--- src/rtl/add64_seq_ctrl.sv ---
// Multi-precision add/subtract sequencer: one 16-bit carry-lookahead slice is
// stepped over NWORDS words, LS word first, with the inter-word carry registered.
module add64_seq_ctrl #(
  parameter int NWORDS = 4
) (
  input  logic                 clk,
  input  logic                 rst,
  input  logic                 start,
  input  logic                 sub,
  input  logic                 ci,
  input  logic [16*NWORDS-1:0] a,
  input  logic [16*NWORDS-1:0] b,
  output logic                 busy,
  output logic                 done,
  output logic [16*NWORDS-1:0] sum,
  output logic                 co,
  output logic                 ovf
);
  // state | meaning
  // IDLE  | waiting for start, last result held
  // RUN   | one word per cycle through the slice
  // DONE  | result valid, done pulse
  localparam int W  = 16 * NWORDS;
  localparam int IW = (NWORDS > 1) ? $clog2(NWORDS) : 1;
  localparam logic [IW-1:0] LAST = IW'(NWORDS - 1);

  typedef enum logic [1:0] {IDLE, RUN, DONE} state_t;

  state_t        state, state_nxt;
  logic [W-1:0]  op_a, op_b;
  logic [IW-1:0] idx;
  logic          carry;
  logic [15:0]   slice_a, slice_b, slice_s;
  logic          slice_c15, slice_co;
  logic          last;

  // Two-level lookahead: 4-bit groups, then group generate/propagate.
  // Returns {carry into bit 15, carry out, sum}.
  function automatic logic [17:0] cla16(input logic [15:0] x, input logic [15:0] y,
                                        input logic cin);
    logic [15:0] g, p;
    logic [16:0] c;
    logic [3:0]  gg, gp;
    g = x & y;
    p = x ^ y;
    for (int k = 0; k < 4; k++) begin
      gg[k] = g[4*k+3] | (p[4*k+3] & g[4*k+2]) | (p[4*k+3] & p[4*k+2] & g[4*k+1])
            | (p[4*k+3] & p[4*k+2] & p[4*k+1] & g[4*k]);
      gp[k] = &p[4*k +: 4];
    end
    c     = '0;
    c[0]  = cin;
    c[4]  = gg[0] | (gp[0] & cin);
    c[8]  = gg[1] | (gp[1] & gg[0]) | (gp[1] & gp[0] & cin);
    c[12] = gg[2] | (gp[2] & gg[1]) | (gp[2] & gp[1] & gg[0]) | (gp[2] & gp[1] & gp[0] & cin);
    c[16] = gg[3] | (gp[3] & gg[2]) | (gp[3] & gp[2] & gg[1]) | (gp[3] & gp[2] & gp[1] & gg[0])
          | (gp[3] & gp[2] & gp[1] & gp[0] & cin);
    for (int k = 0; k < 4; k++) begin
      c[4*k+1] = g[4*k] | (p[4*k] & c[4*k]);
      c[4*k+2] = g[4*k+1] | (p[4*k+1] & g[4*k]) | (p[4*k+1] & p[4*k] & c[4*k]);
      c[4*k+3] = g[4*k+2] | (p[4*k+2] & g[4*k+1]) | (p[4*k+2] & p[4*k+1] & g[4*k])
               | (p[4*k+2] & p[4*k+1] & p[4*k] & c[4*k]);
    end
    return {c[15], c[16], p ^ c[15:0]};
  endfunction

  always_comb begin
    slice_a = op_a[16*idx +: 16];
    slice_b = op_b[16*idx +: 16];
    {slice_c15, slice_co, slice_s} = cla16(slice_a, slice_b, carry);
    last = (idx == LAST);
  end

  always_comb begin
    state_nxt = state;
    case (state)
      IDLE:    if (start) state_nxt = RUN;
      RUN:     if (last) state_nxt = DONE;
      DONE:    state_nxt = IDLE;
      default: state_nxt = IDLE;
    endcase
  end

  // busy/done are registered from the next state so they line up with it.
  always_ff @(posedge clk or posedge rst) begin
    if (rst) begin
      state <= IDLE;
      busy  <= 1'b0;
      done  <= 1'b0;
    end else begin
      state <= state_nxt;
      busy  <= (state_nxt != IDLE);
      done  <= (state_nxt == DONE);
    end
  end

  always_ff @(posedge clk or posedge rst) begin
    if (rst) begin
      op_a  <= '0;
      op_b  <= '0;
      idx   <= '0;
      carry <= 1'b0;
      sum   <= '0;
      co    <= 1'b0;
      ovf   <= 1'b0;
    end else begin
      case (state)
        IDLE: begin
          if (start) begin
            op_a  <= a;
            op_b  <= sub ? ~b : b;
            carry <= sub | ci;
            idx   <= '0;
          end
        end
        RUN: begin
          sum[16*idx +: 16] <= slice_s;
          carry             <= slice_co;
          if (last) begin
            co  <= slice_co;
            ovf <= slice_c15 ^ slice_co;
          end else begin
            idx <= idx + IW'(1);
          end
        end
        default: ;
      endcase
    end
  end

endmodule
--- config.mk ---
export PLATFORM = sky130hd
export DESIGN_NAME = add64_seq_ctrl
export DESIGN_NICKNAME = d
export VERILOG_FILES = /design/src/rtl/add64_seq_ctrl.sv
export SDC_FILE = /design/constraint.sdc
export NUM_CORES = 1
export LEC_CHECK = 0
export BUFFER_PORTS_ARGS = -buffer_cell sky130_fd_sc_hd__buf_2
export CORE_ASPECT_RATIO = 2
export CORE_MARGIN = 1.5
export CORE_UTILIZATION = 37
export CTS_CLUSTER_SIZE = 12
export DETAILED_ROUTE_END_ITERATION = 7
export SYNTH_ARGS = -nofsm -noshare
export SYNTH_HDL_FRONTEND = slang
export SYNTH_SLANG_ARGS = --single-unit
--- constraint.sdc ---
create_clock -name clk -period 8.35 [get_ports clk]
set_input_delay 0.835 -clock clk [delete_from_list [all_inputs] [get_ports clk]]
set_output_delay 0.835 -clock clk [all_outputs]
set_load 0.03 [all_outputs]
Word level (Yosys, flattened, before mapping). Cells that the tools add are included. W data, S select, Z words.

Input bits: 133. Flip-flop bits (word level): 201. Logic and storage cells: 166.

Add/subtract/negate cells: 2. Reductions and logical operators: 11. Bitwise gates (word level): 124. Shifts and indexed selects: 4. Multiplexer cells: 10. Equality and inequality tests: 5.

Operators by type and width (count): $shiftx A64 B7 Y16 (2); $and A1 B1 Y1 (72); $bwmux W64 (1); $mux W64 (1); $not A64 Y64 (1); $shift A16 B34 Y64 const A (1); $shiftx A16 B34 Y64 (1); $or A1 B1 Y1 (47); $neg A6 Y34 (1); $xor A16 B16 Y16 (2); $and A16 B16 Y16 (1); $reduce_and A4 Y1 (4); $mux W2 (4); $pmux W2 S2 (2); $reduce_and A2 Y1 (3); $eq A2 B2 Y1 const B (2); $ne A2 B2 Y1 const B (2); $reduce_bool A2 Y1 (2); $reduce_and A3 Y1 (1); $add A2 B1 Y2 const B (1); $eq A2 B1 Y1 const B (1); $logic_not A2 Y1 (1); $pmux W1 S2 (1); $mux W1 (1); $xor A1 B1 Y1 (1).

Longest topological paths before layout. Gate-level depths: netlist of the first run.

Depth after elaboration: 15. Gate-level depth with buffers: 12.

Least setup slack after synthesis of the first run. OpenSTA, ideal clock, no wires.

Path type: flip-flop to flip-flop. Start point: reg idx[0]. End point: reg sum[29]. Library setup time: 132 ps. Path slack: 4724 ps. Arrival: 3494 ps. Stages on the path, launching flop included: 13. Buffers on the path: 2. Cell sequence: dfrtp_1 -> buf_2 -> buf_2 -> mux4_2 -> ha_1 -> o21ai_0 -> o21ai_0 -> a22oi_2 -> a21boi_2 -> or2_2 -> fa_1 -> xnor2_1 -> o21ai_0.

Word-level cells in the longest chain between the ends: 15.

Ends and longest elaborated chain: start, declared (line 31) `logic [IW-1:0] idx;`; start signal, assigned (line 123) `idx <= idx + IW'(1);`; $shiftx A64 B7 Y16, on equally long branches (line 68, 69); $xor A16 B16 Y16 / $and A16 B16 Y16 (equally long branches) (line 45, 44); $and A1 B1 Y1, on equally long branches (line 47, 48); $or A1 B1 Y1, or another cell as far along (line 47) `gg[k] = g[4*k+3] | (p[4*k+3] & g[4*k+2]) | (p[4*k+3] & p[4*k+2] & g[4*k+1])`; $or A1 B1 Y1 / $and A1 B1 Y1 (equally long branches) (line 47, 48); $or A1 B1 Y1 (line 48) `| (p[4*k+3] & p[4*k+2] & p[4*k+1] & g[4*k]);`; $and A1 B1 Y1 (line 55) `c[12] = gg[2] | (gp[2] & gg[1]) | (gp[2] & gp[1] & gg[0]) | (gp[2] & gp[1] & gp[0] & cin);`; $or A1 B1 Y1 (3 in a row) (line 55); $and A1 B1 Y1, on equally long branches (line 59, 60, 62); $or A1 B1 Y1, on equally long branches (line 59, 60, 62); $xor A16 B16 Y16 (line 64) `return {c[15], c[16], p ^ c[15:0]};`; $shiftx A16 B34 Y64 (line 117) `sum[16*idx +: 16] <= slice_s;`; $bwmux W64 (*) (line 117); end signal, assigned by index (line 117); end, declared (line 15) `output logic [16*NWORDS-1:0] sum,`.

Mark *: on every way between the ends. The rest lies on a longest branch, timed or not. A chain may end at the register's enable or synchronous reset.

Worst setup path after layout of the first run. Ends and elaborated chain as after synthesis.

==> results.md, run 1 <==
- Setup TNS: 0 ns
- PD cells: 496 nW/um2
- CTS root buffer: clkbuf_16
- Overall routing resource usage: 19.2%
- WS Path Type: register to register
- Top FF cell, synth: dfrtp_1
- Wire per inst: 19.0 um
- FF+latch count, synth: roughly 200
- Fraction of registers with async set/reset: 100%
- Most frequent cells in the layout: dfrtp_1 (199), buf_2 (199), nor2_1 (87)
- Hold Crit Depth: 2
- DRT antenna net count: 0
- Syn Area/Cell: 12.1 um2
- Lkg Pwr: 5.11 nW
- Die area: 26800 um2
- Clock transition at path regs: 0.07 ns
- Initial antenna violation count: 0
- First-pass GRT wire length: 38900 um
- Total routed wirelength: roughly 25000 um
- Global placer's final weighted congestion: about 0.84
- Crit-path max cell delay: 0.68 ns
- Sequential-to-total area share from yosys stat: 52.7%
- Fin crit share: 50.7%
- Synth unique cells: 49
- Via count: 6770
- Ports: 201
- Cell Area, Synth: about 9500 um2
- Type of origin of the critical path: register
- End-of-flow core utilization: 44.6%
- Endpoints failing setup: 0
- Min Tclk post-route: 4.24 ns
- Critical-path cell list: buf_4 > mux4_2 > ha_1 > a211oi_2 > o21ai_0 > a22oi_2 > a21boi_2 > or2_2 > fa_1 > xnor2_1 > o21ai_0
- Drt first pass iters: 4
- Mapped Cells: a little under 800
- H-tree depth: 1
- CTS Buf Count: 20
- Worst Max-Slew Pin Slew: 1.17 ns
- Vias per inst: 5.14
- Die height: 230 um
- CP max FO: 26
- Total gr overflow: 0
- Number of global-route vias before repair: between 6000 and 7000
- CP Capture Type: register
- Outcome: completed
- Num rows: 83
- Slew Limit Headroom: approximately 22%
- Max Fclk: ~240 MHz
- Hold bufs inserted after CTS: 0
- Dpl hpwl: 18400 um
- Die X: 117 um
- CTS tree: yes
- TritonCTS Sinks: 201
- Postcts setup bufs: 0
- Clk_lat worst skew: roughly 0.51 ns
- Max cap viols: 0
- CTS Buffer Depth: 3
- Syn Nets: 950
- EDFF count, synth: 0
- Nets: around 1100
- Final Max Slew Viols: 0
- Area growth syn-to-layout: 19.4%
- Port bufs: 200
- Layout cells sized above 1: 34.9%
- DRT iter0 DRCs: 343
- Arr. time, crit path: 4.60 ns
- CP max-delay cell: dfrtp_2
- Final hold violations: 0
- Most used cell, CP: o21ai_0
- Critical Path RT: between 8 and 9 ns
- Maximum VDD drop: 0.000195 V
- Delay-heaviest family, CP: compound AO/OA/AOI/OAI gates
- CTS resizes: 0
- Pre-CTS WS: about 4 ns
- Clk_skew: slightly below 0.02 ns
- Hold Crit Class: register to register
- Stages on worst setup path: 11
- YS warnings: 0
- Post-detailed-route DRC marker count: 0
- Ant. Diodes: 0
- Largest net degree at the start of global routing: 123
- Worst Slack Setup Final: 4.11 ns
- WP buf/inv: 1
- Initial core utilization: between 30% and 40%
- Worst R2R Path Depth: 11
- RSZ-0062 raised after global routing: no
- Overall Power: 5.65 mW
- Core area: approximately 26000 um2
-- synthesized netlist by cell type (2+ instances only) --
cell type | number | area share [%]
mux4_2 | 32 | 7.6
xor2_1 | 4 | 0.37
nor2_1 | 88 | 3.5
a21oi_1 | 81 | 4.2
a22oi_1 | 2 | 0.16
a21o_2 | 2 | 0.18
o211ai_1 | 5 | 0.39
nand2b_1 | 6 | 0.39
o22ai_1 | 2 | 0.13
buf_2 | 17 | 0.89
nand3_1 | 4 | 0.21
ha_1 | 22 | 2.9
nor2b_1 | 3 | 0.20
and2_1 | 2 | 0.13
mux2_2 | 64 | 7.6
buf_1 | 11 | 0.43
a31oi_1 | 3 | 0.20
a21o_1 | 2 | 0.16
nand2_1 | 38 | 1.5
a22o_1 | 36 | 3.3
clkbuf_1 | 16 | 0.63
o21ai_0 | 30 | 1.6
or2_2 | 2 | 0.13
nor3_1 | 2 | 0.10
inv_1 | 12 | 0.47
o31ai_1 | 6 | 0.47
dfrtp_1 | 201 | 53
fa_1 | 4 | 0.84
xnor2_1 | 69 | 6.3
and3_1 | 2 | 0.13
nand4_1 | 5 | 0.33
-- layer usage --
| metal | vias to the layer above | wire, um | GRT usage [%] |
|---|---|---|---|
| met5 | - | 0 | 0 |
| met3 | 36 | 938 | 1.82 |
| met2 | 180 | 13600 | 35.4 |
| met4 | 0 | 738 | 7.15 |
| li1 | 3173 | - | - |
| met1 | 3381 | 9690 | 22.6 |
-- registers in the layout, indices dropped and copies added, names as in the netlist --
name   flops
op_a      64
busy       1
carry      1
op_b      64
sum       64
co         1
state      2
done       1
ovf        1
idx        2
-- worst reg2reg max path: cells and delay by family (launching register included) --
| kind | cells | cell delay [ns] |
|---|---|---|
| muxes | 1 | 0.59 |
| AOI/OAI and AO/OA | 5 | 1.03 |
| and+or+nand+nor | 1 | 0.31 |
| buffers and inverters | 1 | 0.50 |
| xor gates and xnor gates | 1 | 0.25 |
| adders and majority gates | 2 | 0.72 |
| DFF | 1 | 0.68 |
-- per-stage QoR --
| step | hold slack, ns | instances | area, um2 |
|---|---|---|---|
| 5_1_grt | 0.491 | 1317 | 11400 |
| 3_5_place_dp | 0.465 | 1292 | 10800 |
| 4_1_cts | 0.480 | 1317 | 11400 |
| 6_report | 0.470 | 1317 | 11400 |
| 3_3_place_gp | 0.457 | 1292 | 10800 |
| 2_1_floorplan | 0.475 | 791 | 9540 |
-- power by group --
| part | total, mW | switching (mW) | internal [mW] |
|---|---|---|---|
| Sequential | 1.70 | 0.292 | 1.41 |
| Combinational | 3.13 | 1.89 | 1.24 |
| Clock | 0.821 | 0.365 | 0.457 |
-- final cells by class --
| cell class | count | area [um2] |
|---|---|---|
| Fill cell | 2489 | 14200 |
| Inverter | 12 | 52.6 |
| Multi-Input combinational cell | 534 | 4290 |
| Tap cell | 340 | 425 |
| Timing Repair Buffer | 205 | 1040 |
| Clock buffer | 25 | 551 |
| Sequential cell | 201 | 5030 |
-- path summary, 6_finish.rpt --
check / start / to / slack (ns)
min reg2reg: sum[32] / sum[32] / 0.47
max in group asynchronous: rst / op_b[8] / 6.26
max: idx[0] / sum[29] / 4.11
min: sum[32] / sum[32] / 0.47
max reg2reg: idx[0] / sum[29] / 4.11
min in group asynchronous: rst / sum[39] / 0.50
-- cell families after synthesis --
logic type	share of synthesized area (%)
XOR/XNOR	6.70
multiplexers	15.2
AND/OR/NAND/NOR	7.28
adder cells (fa/ha/maj)	3.73
buffers and inverters	2.43
AO/OA/AOI/OAI	11.9
flip-flops	52.7
(Power assumes the default switching activity.)
==> run 2, diff against run 1 <==
Settings changed: ABC_AREA set to 1.
Clock period 8.35 ns to 4.2 ns, I/O delays scaled along.
==> run 2 against run 1 <==
Against the previous run:
- first-iteration DRC count up 50%
- cell count up 25%
- sequential power up 93%
- critical endpoint unchanged
- highest routed layer unchanged
==> results.md, run 2 <==
- Outcome: completed
- Syn Area/Cell: 8.61 um2
- Worst Max-Slew Pin Slew: 1.01 ns
- R2R Path Start: idx[0]
- Clock transition at path regs: 0.06 ns
- Inst Count DP: 1628
- Initial core utilization: 37.4%
- Via count: between 8000 and 9000
- Vias per inst: 4.95
- Max Fclk: 292 MHz
- Die area: 27500 um2
- Critical Path RT: roughly 4.6 ns
- Worst Slack Setup Final: 0.777 ns
- Flop2flop setup slack: 0.78 ns
- Drt first pass iters: 6
- DRT iter0 DRCs: 514
- Top cells by area, synth: dfrtp_1 (51%), nand2_1 (15%), o21ai_0 (7.9%), xnor2_1 (6.1%), nor2_1 (2.9%)
- Ant. Diodes: 0
- Placed instance area: 11100 um2
- Post-synth top area share: 51.3%
- Syn Nets: 1297
- R2r endpoint: sum[29]
- Die height: 233 um
- Most common library cell in the layout ignoring fill and taps: nand2_1
- Top-count cell post-synth: nand2_1
- Area growth syn-to-layout: 18.9%
- Endpoints failing setup: 0
- Dpl hpwl: 22500 um
- Sequential-to-total area share from yosys stat: around half
- Fraction of registers with async set/reset: 100%
- Core area: approximately 26000 um2
- Most instantiated cells after synthesis: nand2_1 (383), dfrtp_1 (201), o21ai_0 (155), nor2_1 (75), xnor2_1 (68)
- Mapped Cells: 1138
- Type of origin of the critical path: register
- Largest net degree at the start of global routing: between 90 and 100
- Postcts setup bufs: 0
- Final hold violations: 0
- Total routed wirelength: 30000 um
- Synth unique cells: 44
- Num rows: 84
- CTS root buffer: clkbuf_16
- PD cells: ~930 nW/um2
- Initial antenna violation count: 0
- YS warnings: 0
- CTS tree: yes
- Synth area leader: dfrtp_1
- Layout cells sized above 1: 20.7%
- DRT antenna net count: 0
- RSZ-0062 raised after global routing: no
- H-tree depth: 1
- WS Path Type: register to register
- Final Max Slew Viols: 0
- Wire per inst: roughly 18 um
- Maximum VDD drop: just under 0.0004 V
- Hold bufs inserted after CTS: 0
- Most frequent cells in the layout: nand2_1 (383), dfrtp_1 (200), buf_2 (199)
- Arr. time, crit path: 3.85 ns
- Finished Cell Area: 11600 um2
- Ports: 201
- Cell Area, Synth: 9800 um2
- Number of global-route vias before repair: 8274
- TritonCTS Sinks: 201
- Top Registers: op_a: 64 flops, op_b: 64 flops, sum: 64 flops
- Hold Crit Class: input port to asynchronous set/reset pin
- CTS resizes: 0
- Lkg Pwr: 5.95 nW
- Port bufs: 200
- Worst hold slack: 0.0225 ns
- Worst R2R Path Depth: 14
- Pre-CTS WS: around 0.82 ns
- Total gr overflow: 0
- Overall routing resource usage: between 20% and 30%
- Max cap viols: 0
- CTS Buf Count: 20
- Finished Layout Cells: roughly 1700
- Top FF cell, synth: dfrtp_1
- Post-detailed-route DRC marker count: 0
- First-pass GRT wire length: between 40000 and 50000 um
- Clk_lat worst skew: 0.51 ns
- Clk_skew: 0.00973 ns
- Slew Limit Headroom: 32.8%
- EDFF count, synth: 0
- CP Capture Type: register
- Fin crit share: 81.5%
- FF+latch count, synth: 201
- Setup TNS: 0 ns
- Min Tclk post-route: 3.42 ns
- CTS Buffer Depth: 3
- Die X: 118 um
- Global placer's final weighted congestion: between 0.8 and 0.9
- CP max FO: 55
- Nets: around 1500
## run 2: cell types whose count changed in the layout (fill, tap and decap cells not counted), sizes merged, moves of 26 or more
cell	previous run	this run
nand2	39	398
mux2	64	0
mux4	32	0
o22ai	2	30
o21ai	30	157
a21oi	81	8
a22o	36	10
## run 2: cell families (layout without fill, tap and decap cells)
family,Yosys count,in the layout,share of synthesized area [%]
AND/OR/NAND/NOR,516,516,21.8
AO/OA/AOI/OAI,222,222,12.7
flip-flops,201,201,51.3
buffers and inverters,103,273,4.34
XOR/XNOR,70,70,6.26
adder cells (fa/ha/maj),26,26,3.63
## run 2: metrics by stage
stage	power, mW	utilization, %
global route	11.7	44.5
CTS	10.9	44.5
global placement	9.17	42.4
detailed placement	9.27	42.4
finish	10.8	44.5
floorplan	7.34	-
## run 2: how the worst max path moves through the flow
stage / from / endpoint / slack (ns) / cells past startpoint
after floorplan: rst / busy / 1.18 / 1
after global placement: idx[0] / sum[45] / 0.87 / 15
after detailed placement: idx[0] / sum[29] / 0.82 / 16
after CTS: idx[0] / sum[29] / 0.79 / 16
after global routing: idx[0] / sum[29] / 0.60 / 16
final: idx[0] / sum[29] / 0.78 / 14
## run 2: layout make-up
class / instances / area [um2]
clock buffers: 24 / 547
fillers: 2692 / 14500
inverters: 38 / 146
multi-input cells: 834 / 4360
flip-flops and latches: 201 / 5030
well taps: 344 / 430
repair buffers: 211 / 1140
## run 2: per-layer routing
layer  wire length, um  vias to the layer above  track usage [%]  share of wire (%)
li1                  -                     4030                -                  -
met1             11100                     3863             24.1                 37
met2             16300                      220             41.7                 54
met3              1110                       58             1.86                3.7
met4              1520                        0             11.3                5.1
met5                 0                        -                0                  0
## run 2: worst max-delay path: stages (launching register included)
cell	delay [ns]
dfrtp_2	0.43
inv_2	0.06
buf_4	0.45
nor2_1	0.10
o22ai_1	0.41
ha_1	0.35
a21oi_1	0.19
nand2_1	0.12
a21oi_2	0.16
nand2_4	0.09
fa_1	0.38
xnor2_1	0.16
nor2_1	0.13
nand2_1	0.08
o21ai_0	0.18
## run 2: report_power, final
group	leakage (nW)	total [mW]	internal [mW]	switching (mW)
Sequential	2.58	3.28	2.75	0.535
Clock	0.268	1.61	0.903	0.707
Combinational	3.11	5.91	1.90	4.01
Total	5.95	10.8	5.55	5.25
==> run 3, diff against run 2 <==
Clock period 4.2 ns to 3.3 ns, I/O delays scaled along.
==> run 3 against run 2 <==
Against the previous run:
- sequential power grew 28%
- cell count is 0.91% higher
- sequential share of layout area is 0.80 points lower
- first-iteration DRC count rose by 13%
- critical path depth up 1
- critical endpoint is now sum[25]
==> results.md, run 3 (synthesis gave the netlist of run 2 again) <==
- Outcome: completed
- Dpl hpwl: 22900 um
- Num rows: 84
- CTS root buffer: clkbuf_16
- Critical Path RT: 3.73 ns
- Crit path to: sum[25]
- Finished Layout Cells: ~1700
- Filler cells: between 2000 and 3000
- Area growth syn-to-layout: 21.1%
- Initial antenna violation count: 0
- PD cells: 1190 nW/um2
- Hold Crit Class: input port to register
- Postcts setup bufs: 0
- Maximum VDD drop: 0.000425 V
- Finished Cell Area: 11900 um2
- Type of origin of the critical path: register
- R2R Path Start: idx[0]
- Worst Max-Slew Pin Slew: 0.888 ns
- CTS Buffer Depth: 3
- Clock transition at path regs: roughly 0.07 ns
- Flop2flop setup slack: about 0.24 ns
- WS Path Type: register to register
- Overall routing resource usage: between 20% and 30%
- Nets: 1477
- Vias per inst: about 5.0
- Endpoints failing setup: 0
- H-tree depth: 1
- Slew Limit Headroom: roughly two fifths
- Overall Power: about 14 mW
- CTS tree: yes
- Port bufs: 200
- CP max FO: 17
- Crit path from: idx[0]
- Total routed wirelength: 30100 um
- Max cap viols: 0
- Core area: approximately 26000 um2
- Ant. Diodes: 0
- Clk_lat worst skew: about 0.52 ns
- Total gr overflow: 0
- Number of global-route vias before repair: 8397
- Via count: 8262
- First-pass GRT wire length: 46900 um
- Ports: 201
- Wire per inst: 18.1 um
- R2r endpoint: sum[25]
- Most frequent cells in the layout: nand2_1 (383), dfrtp_1 (200), buf_2 (199)
- Final Max Slew Viols: 0
- Largest net degree at the start of global routing: 104
- Max Fclk: ~330 MHz
- Arr. time, crit path: 3.49 ns
- Final hold violations: 0
- CP Capture Type: register
- Post-detailed-route DRC marker count: 0
- Clk_skew: 0.0157 ns
- Placed instance area: approximately 11000 um2
- Worst R2R Path Depth: 15
- TritonCTS Sinks: about 200
- Layout cells sized above 1: 21.9%
- Drt first pass iters: 5
- Inst Count DP: 1637
- CTS Buf Count: 21
- Fin crit share: between 90 and 100%
- Lkg Pwr: 6.07 nW
- Die area: 27500 um2
- Initial core utilization: 37.4%
- Global placer's final weighted congestion: 0.875
- Top Registers: op_a: 64 flops, op_b: 64 flops, sum: 64 flops
- Die X: 118 um
- Min Tclk post-route: ~3 ns
- Die height: 233 um
- DRT iter0 DRCs: about 580
- Most common library cell in the layout ignoring fill and taps: nand2_1
- DRT antenna net count: 0
## run 3: per-layer routing
| metal | vias to the layer above | global-route usage [%] | share of wire, % | routed length [um] |
|---|---|---|---|---|
| met5 | - | 0 | 0 | 0 |
| met4 | 0 | 9.95 | 4.1 | 1240 |
| met3 | 46 | 1.83 | 2.7 | 819 |
| met2 | 184 | 42.6 | 55 | 16600 |
| met1 | 3975 | 24.3 | 38 | 11400 |
| li1 | 4057 | - | - | - |
## run 3: layout make-up
cell class              count  area (um2)  share of cell area [%]
clock inverters             4        48.8                   0.411
clock buffers              24         557                    4.69
well taps                 344         430                    3.63
multi-input cells         834        4390                    37.0
flip-flops and latches    201        5030                    42.4
inverters                  38         146                    1.23
repair buffers            222        1260                    10.7
## run 3: where the power goes
group / switching [mW] / internal, mW / leakage (nW) / total (mW)
registers: 0.718 / 3.50 / 2.58 / 4.21
clock network: 0.933 / 1.26 / 0.301 / 2.20
logic: 5.12 / 2.57 / 3.19 / 7.69
## run 3: through the flow
stage	setup TNS [ns]	utilization [%]	setup slack, ns	hold WS [ns]
finish	0	45.4	0.242	0.0136
global route	-0.00914	45.4	-0.00779	0.0113
CTS	0	45.2	0.0939	0.0000668
detailed placement	0	42.8	0.0967	0.462
global placement	0	42.8	0.173	0.459
floorplan	0	-	0.327	0.440
## run 3: worst min path at each step
| stage | start | end | slack (ns) | depth (start not counted) |
|---|---|---|---|---|
| floorplan | a[0] | op_a[0] | 0.44 | 2 |
| global placement | sum[49] | sum[49] | 0.46 | 2 |
| detailed placement | op_a[43] | op_a[43] | 0.46 | 2 |
| CTS | a[19] | op_a[19] | 0.00007 | 3 |
| global route | a[1] | op_a[1] | 0.01 | 3 |
| finish | a[48] | op_a[48] | 0.01 | 3 |
## run 3: worst max-delay path, stage by stage, from the launching register on
cell     delay [ns]
dfrtp_2        0.44
inv_2          0.13
buf_6          0.21
nor2_1         0.06
o22ai_1        0.24
ha_1           0.31
or2_4          0.26
nand3_2        0.09
nand2_4        0.07
nand2_1        0.08
nand2_2        0.07
fa_1           0.41
xnor2_2        0.18
nor2_1         0.14
nand2_1        0.08
o21ai_0        0.19
## run 3: what timing repair did
action / 4_1_cts / 5_1_grt
hold buffers: 2 / 0
resized for setup: 0 / 6
endpoints found under the setup margin: 0 / 5
endpoints found under the hold margin: 28 / 0
